### config.mk
export PLATFORM = sky130hd
export DESIGN_NAME = sonar_sweep_controller_flat
export DESIGN_NICKNAME = d
export VERILOG_FILES = /design/src/rtl/sonar_sweep_controller_pkg.sv /design/src/rtl/sonar_sweep_controller_if.sv /design/src/rtl/sonar_sweep_controller_contador.sv /design/src/rtl/sonar_sweep_controller.sv /design/src/flat_wrapper.sv
export SDC_FILE = /design/constraint.sdc
export NUM_CORES = 1
export LEC_CHECK = 0
export ABC_AREA = 1
export BUFFER_PORTS_ARGS = -buffer_cell sky130_fd_sc_hd__buf_4
export CAP_MARGIN = 10
export CORE_MARGIN = 4
export CORE_UTILIZATION = 38
export DETAILED_ROUTE_END_ITERATION = 6
export MAX_ROUTING_LAYER = met4
export PLACE_DENSITY = 0.55
export SLEW_MARGIN = 30
export SYNTH_ARGS = -nofsm -noshare
export SYNTH_HDL_FRONTEND = slang
export SYNTH_SLANG_ARGS = --single-unit
### constraint.sdc
create_clock -name clock -period 3.85 [get_ports clock]
set_input_delay 0.5775 -clock clock [delete_from_list [all_inputs] [get_ports clock]]
set_output_delay 0.5775 -clock clock [all_outputs]
set_load 0.01 [all_outputs]
### src/rtl/sonar_sweep_controller_pkg.sv
// Shared constants for the sonar sweep controller: state codes, sweep and
// frame sizes, and the meaning of each frame character index.
package sonar_pkg;

    typedef logic [3:0] estado_t;

    localparam estado_t ST_INICIAL        = 4'd0;
    localparam estado_t ST_PREPARA        = 4'd1;
    localparam estado_t ST_POSICIONA      = 4'd2;
    localparam estado_t ST_MEDE           = 4'd3;
    localparam estado_t ST_AGUARDA_MEDIDA = 4'd4;
    localparam estado_t ST_TRANSMITE      = 4'd5;
    localparam estado_t ST_AGUARDA_TX     = 4'd6;
    localparam estado_t ST_PROX_CHAR      = 4'd7;
    localparam estado_t ST_PROX_POSICAO   = 4'd8;
    localparam estado_t ST_FALHA          = 4'd9;

    localparam int NUM_POSICOES = 8;
    localparam int NUM_CHARS    = 8;

    localparam logic [2:0] POS_MIN = 3'd0;
    localparam logic [2:0] POS_MAX = 3'(NUM_POSICOES - 1);

    // Frame layout: three angle digits, comma, three distance digits, period.
    localparam logic [2:0] CHAR_ANG0    = 3'd0;
    localparam logic [2:0] CHAR_ANG1    = 3'd1;
    localparam logic [2:0] CHAR_ANG2    = 3'd2;
    localparam logic [2:0] CHAR_VIRGULA = 3'd3;
    localparam logic [2:0] CHAR_DIST0   = 3'd4;
    localparam logic [2:0] CHAR_DIST1   = 3'd5;
    localparam logic [2:0] CHAR_DIST2   = 3'd6;
    localparam logic [2:0] CHAR_PONTO   = 3'(NUM_CHARS - 1);

endpackage

### src/rtl/sonar_sweep_controller_if.sv
// Signal bundle between the sweep controller (master) and the datapath /
// top-level enable (slave).
interface sonar_sweep_if;

    logic       ligar;
    logic       pronto_medida;
    logic       pronto_tx;
    logic       medir;
    logic       partida_tx;
    logic [2:0] seletor;
    logic [2:0] posicao;
    logic       fim_posicao;
    logic       erro_medida;
    logic [3:0] db_estado;

    // Handshakes are pulse based with no backpressure: medir/partida_tx are
    // one-cycle requests, pronto_medida/pronto_tx are one-cycle completions
    // that only count while the controller is waiting for them.
    modport master (
        input  ligar, pronto_medida, pronto_tx,
        output medir, partida_tx, seletor, posicao, fim_posicao, erro_medida, db_estado
    );

    modport slave (
        output ligar, pronto_medida, pronto_tx,
        input  medir, partida_tx, seletor, posicao, fim_posicao, erro_medida, db_estado
    );

endinterface

### src/rtl/sonar_sweep_controller_contador.sv
// Modulo-M up counter with synchronous clear and enable; it saturates at the
// terminal count instead of wrapping, and flags when it is there.
module contador_m #(
    parameter int M = 16,
    parameter int N = (M > 1) ? $clog2(M) : 1
) (
    input  logic clock,
    input  logic reset,
    input  logic clr,
    input  logic en,
    output logic fim
);

    localparam logic [N-1:0] TERMINAL = N'(M - 1);

    logic [N-1:0] cnt_q;
    logic [N-1:0] cnt_d;

    always_comb begin
        cnt_d = cnt_q;
        if (clr) begin
            cnt_d = '0;
        end else if (en && (cnt_q != TERMINAL)) begin
            cnt_d = cnt_q + 1'b1;
        end
    end

    always_ff @(posedge clock) begin
        if (reset) begin
            cnt_q <= '0;
        end else begin
            cnt_q <= cnt_d;
        end
    end

    assign fim = (cnt_q == TERMINAL);

endmodule

### src/rtl/sonar_sweep_controller.sv
// Sweep-measure-transmit sequencer: ping-pong servo sweep over 8 positions,
// one measurement per position and an 8-character frame per good measurement.
module sonar_sweep_controller
    import sonar_pkg::*;
#(
    parameter int TIMER   = 100_000_000,
    parameter int TIMEOUT = 1_250_000
) (
    input  logic          clock,
    input  logic          reset,
    sonar_sweep_if.master bus
);

    estado_t    estado_q, estado_d;
    logic [2:0] posicao_q, posicao_d;
    logic [2:0] seletor_q, seletor_d;
    logic       sobe_q, sobe_d;
    logic [2:0] pos_nova;

    logic timer_clr, timer_en, timer_fim;
    logic to_clr, to_en, to_fim;

    logic medir, partida_tx, fim_posicao, erro_medida;

    contador_m #(.M(TIMER)) u_timer (
        .clock (clock),
        .reset (reset),
        .clr   (timer_clr),
        .en    (timer_en),
        .fim   (timer_fim)
    );

    contador_m #(.M(TIMEOUT)) u_timeout (
        .clock (clock),
        .reset (reset),
        .clr   (to_clr),
        .en    (to_en),
        .fim   (to_fim)
    );

    always_ff @(posedge clock) begin
        if (reset) begin
            estado_q  <= ST_INICIAL;
            posicao_q <= '0;
            seletor_q <= '0;
            sobe_q    <= 1'b1;
        end else begin
            estado_q  <= estado_d;
            posicao_q <= posicao_d;
            seletor_q <= seletor_d;
            sobe_q    <= sobe_d;
        end
    end

    always_comb begin
        estado_d = ST_INICIAL;
        case (estado_q)
            ST_INICIAL:        estado_d = bus.ligar ? ST_PREPARA : ST_INICIAL;
            ST_PREPARA:        estado_d = ST_POSICIONA;
            ST_POSICIONA:      estado_d = timer_fim ? ST_MEDE : ST_POSICIONA;
            ST_MEDE:           estado_d = ST_AGUARDA_MEDIDA;
            // A measurement landing on the timeout's last cycle still counts.
            ST_AGUARDA_MEDIDA: begin
                if (bus.pronto_medida) begin
                    estado_d = ST_TRANSMITE;
                end else if (to_fim) begin
                    estado_d = ST_FALHA;
                end else begin
                    estado_d = ST_AGUARDA_MEDIDA;
                end
            end
            ST_TRANSMITE:      estado_d = ST_AGUARDA_TX;
            ST_AGUARDA_TX: begin
                if (bus.pronto_tx) begin
                    estado_d = (seletor_q == CHAR_PONTO) ? ST_PROX_POSICAO : ST_PROX_CHAR;
                end else begin
                    estado_d = ST_AGUARDA_TX;
                end
            end
            ST_PROX_CHAR:      estado_d = ST_TRANSMITE;
            ST_FALHA:          estado_d = ST_PROX_POSICAO;
            ST_PROX_POSICAO:   estado_d = bus.ligar ? ST_POSICIONA : ST_INICIAL;
            default:           estado_d = ST_INICIAL;
        endcase
    end

    always_comb begin
        posicao_d   = posicao_q;
        seletor_d   = seletor_q;
        sobe_d      = sobe_q;
        timer_clr   = 1'b0;
        timer_en    = 1'b0;
        to_clr      = 1'b0;
        to_en       = 1'b0;
        medir       = 1'b0;
        partida_tx  = 1'b0;
        fim_posicao = 1'b0;
        erro_medida = 1'b0;
        pos_nova    = sobe_q ? (posicao_q + 3'd1) : (posicao_q - 3'd1);
        case (estado_q)
            ST_PREPARA: begin
                posicao_d = POS_MIN;
                seletor_d = CHAR_ANG0;
                sobe_d    = 1'b1;
                timer_clr = 1'b1;
            end
            ST_POSICIONA: timer_en = 1'b1;
            ST_MEDE: begin
                medir  = 1'b1;
                to_clr = 1'b1;
            end
            ST_AGUARDA_MEDIDA: begin
                to_en = 1'b1;
                if (bus.pronto_medida) begin
                    seletor_d = CHAR_ANG0;
                end
            end
            ST_TRANSMITE: partida_tx = 1'b1;
            ST_PROX_CHAR: seletor_d = seletor_q + 3'd1;
            ST_FALHA:     erro_medida = 1'b1;
            // Direction turns around as soon as an endpoint is reached.
            ST_PROX_POSICAO: begin
                posicao_d = pos_nova;
                timer_clr = 1'b1;
                if (pos_nova == POS_MAX) begin
                    sobe_d = 1'b0;
                end else if (pos_nova == POS_MIN) begin
                    sobe_d = 1'b1;
                end
                fim_posicao = (pos_nova == POS_MAX) || (pos_nova == POS_MIN);
            end
            default: ;
        endcase
    end

    assign bus.medir       = medir;
    assign bus.partida_tx  = partida_tx;
    assign bus.fim_posicao = fim_posicao;
    assign bus.erro_medida = erro_medida;
    assign bus.seletor     = seletor_q;
    assign bus.posicao     = posicao_q;
    assign bus.db_estado   = estado_q;

endmodule

### src/flat_wrapper.sv
// flat-port wrapper written by rule: the top's interface ports become plain ports
module sonar_sweep_controller_flat import sonar_pkg::*;
#(
    parameter int TIMER   = 100_000_000,
    parameter int TIMEOUT = 1_250_000
)
  (clock, reset, bus_ligar, bus_pronto_medida, bus_pronto_tx, bus_medir, bus_partida_tx, bus_seletor, bus_posicao, bus_fim_posicao, bus_erro_medida, bus_db_estado);
  sonar_sweep_if bus_i ();
  input  logic clock;
  input  logic reset;
  input wire logic [$bits(bus_i.ligar)-1:0] bus_ligar;
  input wire logic [$bits(bus_i.pronto_medida)-1:0] bus_pronto_medida;
  input wire logic [$bits(bus_i.pronto_tx)-1:0] bus_pronto_tx;
  output wire logic [$bits(bus_i.medir)-1:0] bus_medir;
  output wire logic [$bits(bus_i.partida_tx)-1:0] bus_partida_tx;
  output wire logic [$bits(bus_i.seletor)-1:0] bus_seletor;
  output wire logic [$bits(bus_i.posicao)-1:0] bus_posicao;
  output wire logic [$bits(bus_i.fim_posicao)-1:0] bus_fim_posicao;
  output wire logic [$bits(bus_i.erro_medida)-1:0] bus_erro_medida;
  output wire logic [$bits(bus_i.db_estado)-1:0] bus_db_estado;
  assign bus_i.ligar = bus_ligar;
  assign bus_i.pronto_medida = bus_pronto_medida;
  assign bus_i.pronto_tx = bus_pronto_tx;
  assign bus_medir = bus_i.medir;
  assign bus_partida_tx = bus_i.partida_tx;
  assign bus_seletor = bus_i.seletor;
  assign bus_posicao = bus_i.posicao;
  assign bus_fim_posicao = bus_i.fim_posicao;
  assign bus_erro_medida = bus_i.erro_medida;
  assign bus_db_estado = bus_i.db_estado;
  sonar_sweep_controller #(.TIMER(TIMER), .TIMEOUT(TIMEOUT)) u_core (.clock(clock), .reset(reset), .bus(bus_i));
endmodule
# Word level (Yosys, flattened, before mapping)
# Cells that the tools add are included.
op_classes:
  n_addsub: 5
  n_eq_ne: 17
  mux: 22
  n_reduce_logical: 12
ops:
  columns: ["cell", "count"]
  rows:
  - ["$pmux 4 s10", 1]
  - ["$add 27x1->27 const B", 1]
  - ["$eq 27x27->1 const B", 1]
  - ["$ne 27x27->1 const B", 1]
  - ["$add 21x1->21 const B", 1]
  - ["$eq 21x21->1 const B", 1]
  - ["$ne 21x21->1 const B", 1]
  - ["$eq 4x3->1 const B", 4]
  - ["$mux 4", 4]
  - ["$mux 1", 11]
  - ["$pmux 3 s3", 1]
  - ["$eq 4x2->1 const B", 2]
  - ["$eq 4x4->1 const B", 2]
  - ["$add 3x1->3 const B", 2]
  - ["$eq 3x3->1 const B", 2]
  - ["$mux 3", 2]
  - ["$pmux 3 s2", 1]
  - ["$reduce_or 2->1", 3]
  - ["$eq 4x1->1 const B", 1]
  - ["$logic_not 4->1", 1]
  - ["$reduce_and 2->1", 2]
  - ["$logic_not 3->1", 1]
  - ["$ne 3x1->1 const B", 1]
  - ["$reduce_bool 3->1", 1]
  - ["7 further kinds", 8]
totals:
  register_bits: 59
  in_bits: 5
  word_cells: 62

# Longest topological paths before layout
logic_depth:
  ltp_word: 6
  mapped_depth: 11
  depth_no_buf: 10

# Modules after synthesis
# From an unflattened synthesis, not the netlist that was laid out.
unflattened:
  cells_unflattened: 616
  area_unflattened_um2: 3881.2
by_module_without_submodules:
  columns: ["mod", "n_inst", "cells_per_inst", "area_per_inst_um2", "seq_area_each_um2"]
  rows:
  - ["contador_m (u_core.u_timer)", 1, 294, 1775.5, 540.5]
  - ["contador_m (u_core.u_timeout)", 1, 209, 1367.6, 420.4]
  - ["sonar_sweep_controller", 1, 113, 738.2, 220.2]

# Least setup slack after synthesis
# No wires, ideal clock.
synth_path:
  path_kind: "register to output"
  startpoint: "register u_core.posicao_q[0], in the netlist u_core.bus.posicao[0]"
  endpoint: "output port bus_fim_posicao"
  t_arrival_ps: 1331
  path_slack_ps: 1941
  stages_incl_launch_ff: 8
  path_buffers: 0
  cell_sequence: "dfxtp_1 inv_1 fa_1 inv_1 nand2_1 nand2_1 nand3_1 nand2_1"
synth_via:
  elab_chain_len: 5
synth_rtl:
  columns: ["element", "line_no", "text"]
  rows:
  - ["from (decl)", "sonar_sweep_controller.sv:15", "logic [2:0] posicao_q, posicao_d;"]
  - ["from (signal assigned)", "sonar_sweep_controller.sv:49", "posicao_q <= posicao_d;"]
  - ["$sub 3x1->3 or $add 3x1->3 (tied branches)", "sonar_sweep_controller.sv:99", "pos_nova = sobe_q ? (posicao_q + 3'd1) : (posicao_q - 3'd1);"]
  - ["$mux 3 *", "sonar_sweep_controller.sv:99", null]
  - ["$eq 3x3->1 or $logic_not 3->1 (tied branches)", "sonar_sweep_controller.sv:130", "fim_posicao = (pos_nova == POS_MAX) || (pos_nova == POS_MIN);"]
  - ["$logic_or 1x1->1 *", "sonar_sweep_controller.sv:130", null]
  - ["$mux 1 *", "sonar_sweep_controller.sv:100", "case (estado_q)"]
  - ["to (decl)", "flat_wrapper.sv:18", "output wire logic [$bits(bus_i.fim_posicao)-1:0] bus_fim_posicao;"]
# Every way passes the cells marked *; elsewhere a longest branch is shown, timed or not.

# Final worst setup path
# Same ends and word-level chain as after synthesis.

==> impl_metrics.yaml <==
synthesis:
  synth_common_cells: "nand2_1 (221), nor2_1 (97), inv_1 (64)"
  yosysMostFrequentCell: "nand2_1"
  syn_area_um2: 3914
  yosysTopAreaCellShare: 0.3018
  ys_ff_latch: 59
  ys_async_sr_fraction: 0
  ys_warn_count: 0
  synth_area_leaders: "dfxtp_1 (30%), nand2_1 (21%), nor2_1 (9.3%)"
  syn_nets: 638
  synth_edf_count: 0
  syn_area_per_cell_um2: 6.262
  synth-seq-area-share: 0.3018
  synth.distinct_cells: 38
  synthCells: 625
  yosysTopAreaCell: "dfxtp_1"
  synthFlopType: "dfxtp_1"
routing:
  first_pass_iters: 4
  via_count: 3735
  detail_route.wl_per_cell_um: 12.04
  wl_um: 9378
  drt_iter0_drc: 216
  viasPerCell: 4.795
  drcViolationCount: 0
  postRouteAntennaNets: 0
timing:
  tightest_slew_ns: 0.6069
  timing.fmax_mhz: 415.7
  rsz0062_at_grt: "no"
  fin_skew_ns: 0.01061
  fin_setup_tns_ns: 0
  setup_violations: 0
  fin_crit_sh: 0.6248
  maxSlewHeadroom: 0.5948
  slew_violations: 0
  finalCriticalPeriod_ns: 2.405
  hold_violations: 0
clock_tree:
  cts.clk_slew.worst_paths_ns: 0.07
  clockBufferDepth: 2
  cts_sinks: 59
  hold_buffers: 0
  htree_levels: 3
  cts_setup_buffers: 0
  cts_resized: 0
  cts-root-buf: "clkbuf_8"
  cts_made_buffers: 9
  cts_tree: "yes"
  worst_skew_pair.late_latency_ns: 0.35
run_status:
  outcome: "finished, final reports clean"
critical_path:
  path_buf_inv: 3
  slowest_stage: "fa_1"
  slowest_delay_ns: 0.44
  cp-start-kind: "flop"
  end_kind: "output pin"
  critical_path_arrival_ns: 1.83
  path_class: "flop to output pin"
  rrSetupSlack_ns: 1.88
  reg2regPathDepth: 8
  crit_family: "adder cells"
  worstPathRequired_ns: 3.27
  worstPathMaxFanout: 5
  crit_chain: "inv_1, fa_1, inv_1, nand2_1, nand2_1, nand3_1, nand2_1, buf_4"
  r2r_start: "u_core.u_timeout.cnt_q[0]"
  cpMostUsedCell: "nand2_1"
  reg2reg_to: "u_core.u_timeout.cnt_q[11]"
placement:
  portBuffers: 18
  gp_congestion: 0.8685
  dp_hpwl_um: 6801
worst_hold_path:
  whs_endpoint: "u_core.bus.seletor[2]"
  hold_path_depth: 2
  hold_start: "u_core.bus.seletor[2]"
  hp-class: "flop to flop"
layout:
  drive_above_1_share: 0.09907
  fillers: 1062
  nets: 654
  diodes: 0
  syn_to_final_growth_pct: 8.600
pwr:
  seqPwrFrac: 0.510
  p_leak_uw: 0.001598
  intPower_uw: 881.8
  power.share.clock: 0.393
  p_sw_frac: 0.2857
  ir_drop_v: 0.0001328
  power.share.combinational: 0.097
  p_total_uw: 1235
  p_switching_uw: 352.7
  p_per_area_nw_per_um2: 290.5
floorplan:
  die_w_um: 109.5
  row_count: 36
  die_area_um2: 11990
  core_um2: 9910
  pin_count: 19
  die_h_um: 109.5
  initial_core_util: 0.3949
global_route:
  grt_pass1_vias: 3477
  grt_pass1_wl_um: 16100
  antenna_found_initial: 0
  grt_max_degree: 26
  grt_overflow: 0
  track_usage: 0.1737
job:
  cap_viol_max_count: 0
[power groups by stage]
stage | Sequential [uW] | Clock [uW] | Combinational [uW]
5_1_grt | 632 | 529 | 137
4_1_cts | 630 | 503 | 122
3_5_place_dp | 644 | 0 | 121
2_1_floorplan | 642 | 0 | 100
6_report | 630 | 485 | 119
3_3_place_gp | 643 | 0 | 120
[area by class of cell]
type,count,area [um^2],share of cell area
inverter,68,257.7,0.06064
clock buffer,13,138.9,0.03268
multi-input combinational,485,2356,0.5543
timing repair buffer,18,135.1,0.03179
tap,133,166.4,0.03915
clock inverter,3,15.01,0.003533
sequential,59,1181,0.2779
[metal layers]
metal,share of wire,global-route usage,vias up
li1,-,-,1990
met1,0.47,0.2124,1662
met2,0.47,0.2829,71
met3,0.038,0.04521,12
met4,0.013,0.04987,0
met5,0,-,-
[layout by cell type (no fill, tap or decap), types with 2 or more instances in the layout]
master    instances
nand3_1          42
inv_2             4
nand3_2           3
a21oi_2          15
xor2_1           17
clkinv_2          3
inv_1            63
xnor2_1           9
clkbuf_8          9
ha_1              7
a21oi_1          30
nand2_4           3
nor3_1            3
o21ai_0          10
nor2_4            2
nor2_1           97
dfxtp_1          59
nand4_1           8
buf_4            18
clkbuf_1          4
nor2_2            3
nand3b_1          2
nand2_1         221
o211ai_1          2
[sequential cells by signal, indices dropped and copies added, names as in the netlist]
register                flops
u_core.bus.db_estado        4
u_core.u_timeout.cnt_q     21
u_core.bus.seletor          3
u_core.u_timer.cnt_q       27
u_core.bus.posicao          3
u_core.sobe_q               1
[logic make-up after synthesis]
family / count (synthesis) / synth area share
buffers and inverters: 81 / 0.09622
and+or+nand+nor: 390 / 0.4204
DFF: 59 / 0.3018
AOI/OAI and AO/OA: 61 / 0.09591
xor gates and xnor gates: 26 / 0.05818
adders and majority gates: 8 / 0.02749
[metrics by stage]
stage / instances / setup WS [ns] / utilization / hold WS (ns) / instance area [um^2]
2_1_floorplan: 625 / 1.941 / - / 0.4653 / 3914
3_3_place_gp: 763 / 1.748 / 0.4134 / 0.4843 / 4096
3_5_place_dp: 763 / 1.826 / 0.4134 / 0.4870 / 4096
4_1_cts: 779 / 1.425 / 0.4289 / 0.4866 / 4250
5_1_grt: 779 / 1.274 / 0.4289 / 0.5020 / 4250
6_report: 779 / 1.445 / 0.4289 / 0.4937 / 4250
[worst register-to-register path, cell delays in order, from the launching register on]
cell and delay (ns):
dfxtp_1 0.43, ha_1 0.30, nand3_2 0.16, nor2_1 0.16, nand3_2 0.17, nand2_4 0.23
inv_2 0.20, nand2_1 0.12, a21oi_1 0.06
[worst max path at each step]
stage,cells past startpoint,start,to
floorplan,7,u_core.bus.posicao[0],bus_fim_posicao
global placement,7,u_core.bus.db_estado[0],u_core.bus.posicao[1]
detailed placement,8,u_core.bus.posicao[0],bus_fim_posicao
CTS,8,u_core.bus.posicao[0],bus_fim_posicao
global route,8,u_core.sobe_q,bus_fim_posicao
finish,8,u_core.bus.posicao[0],bus_fim_posicao
No activity file was read; power rests on OpenSTA's default activity.
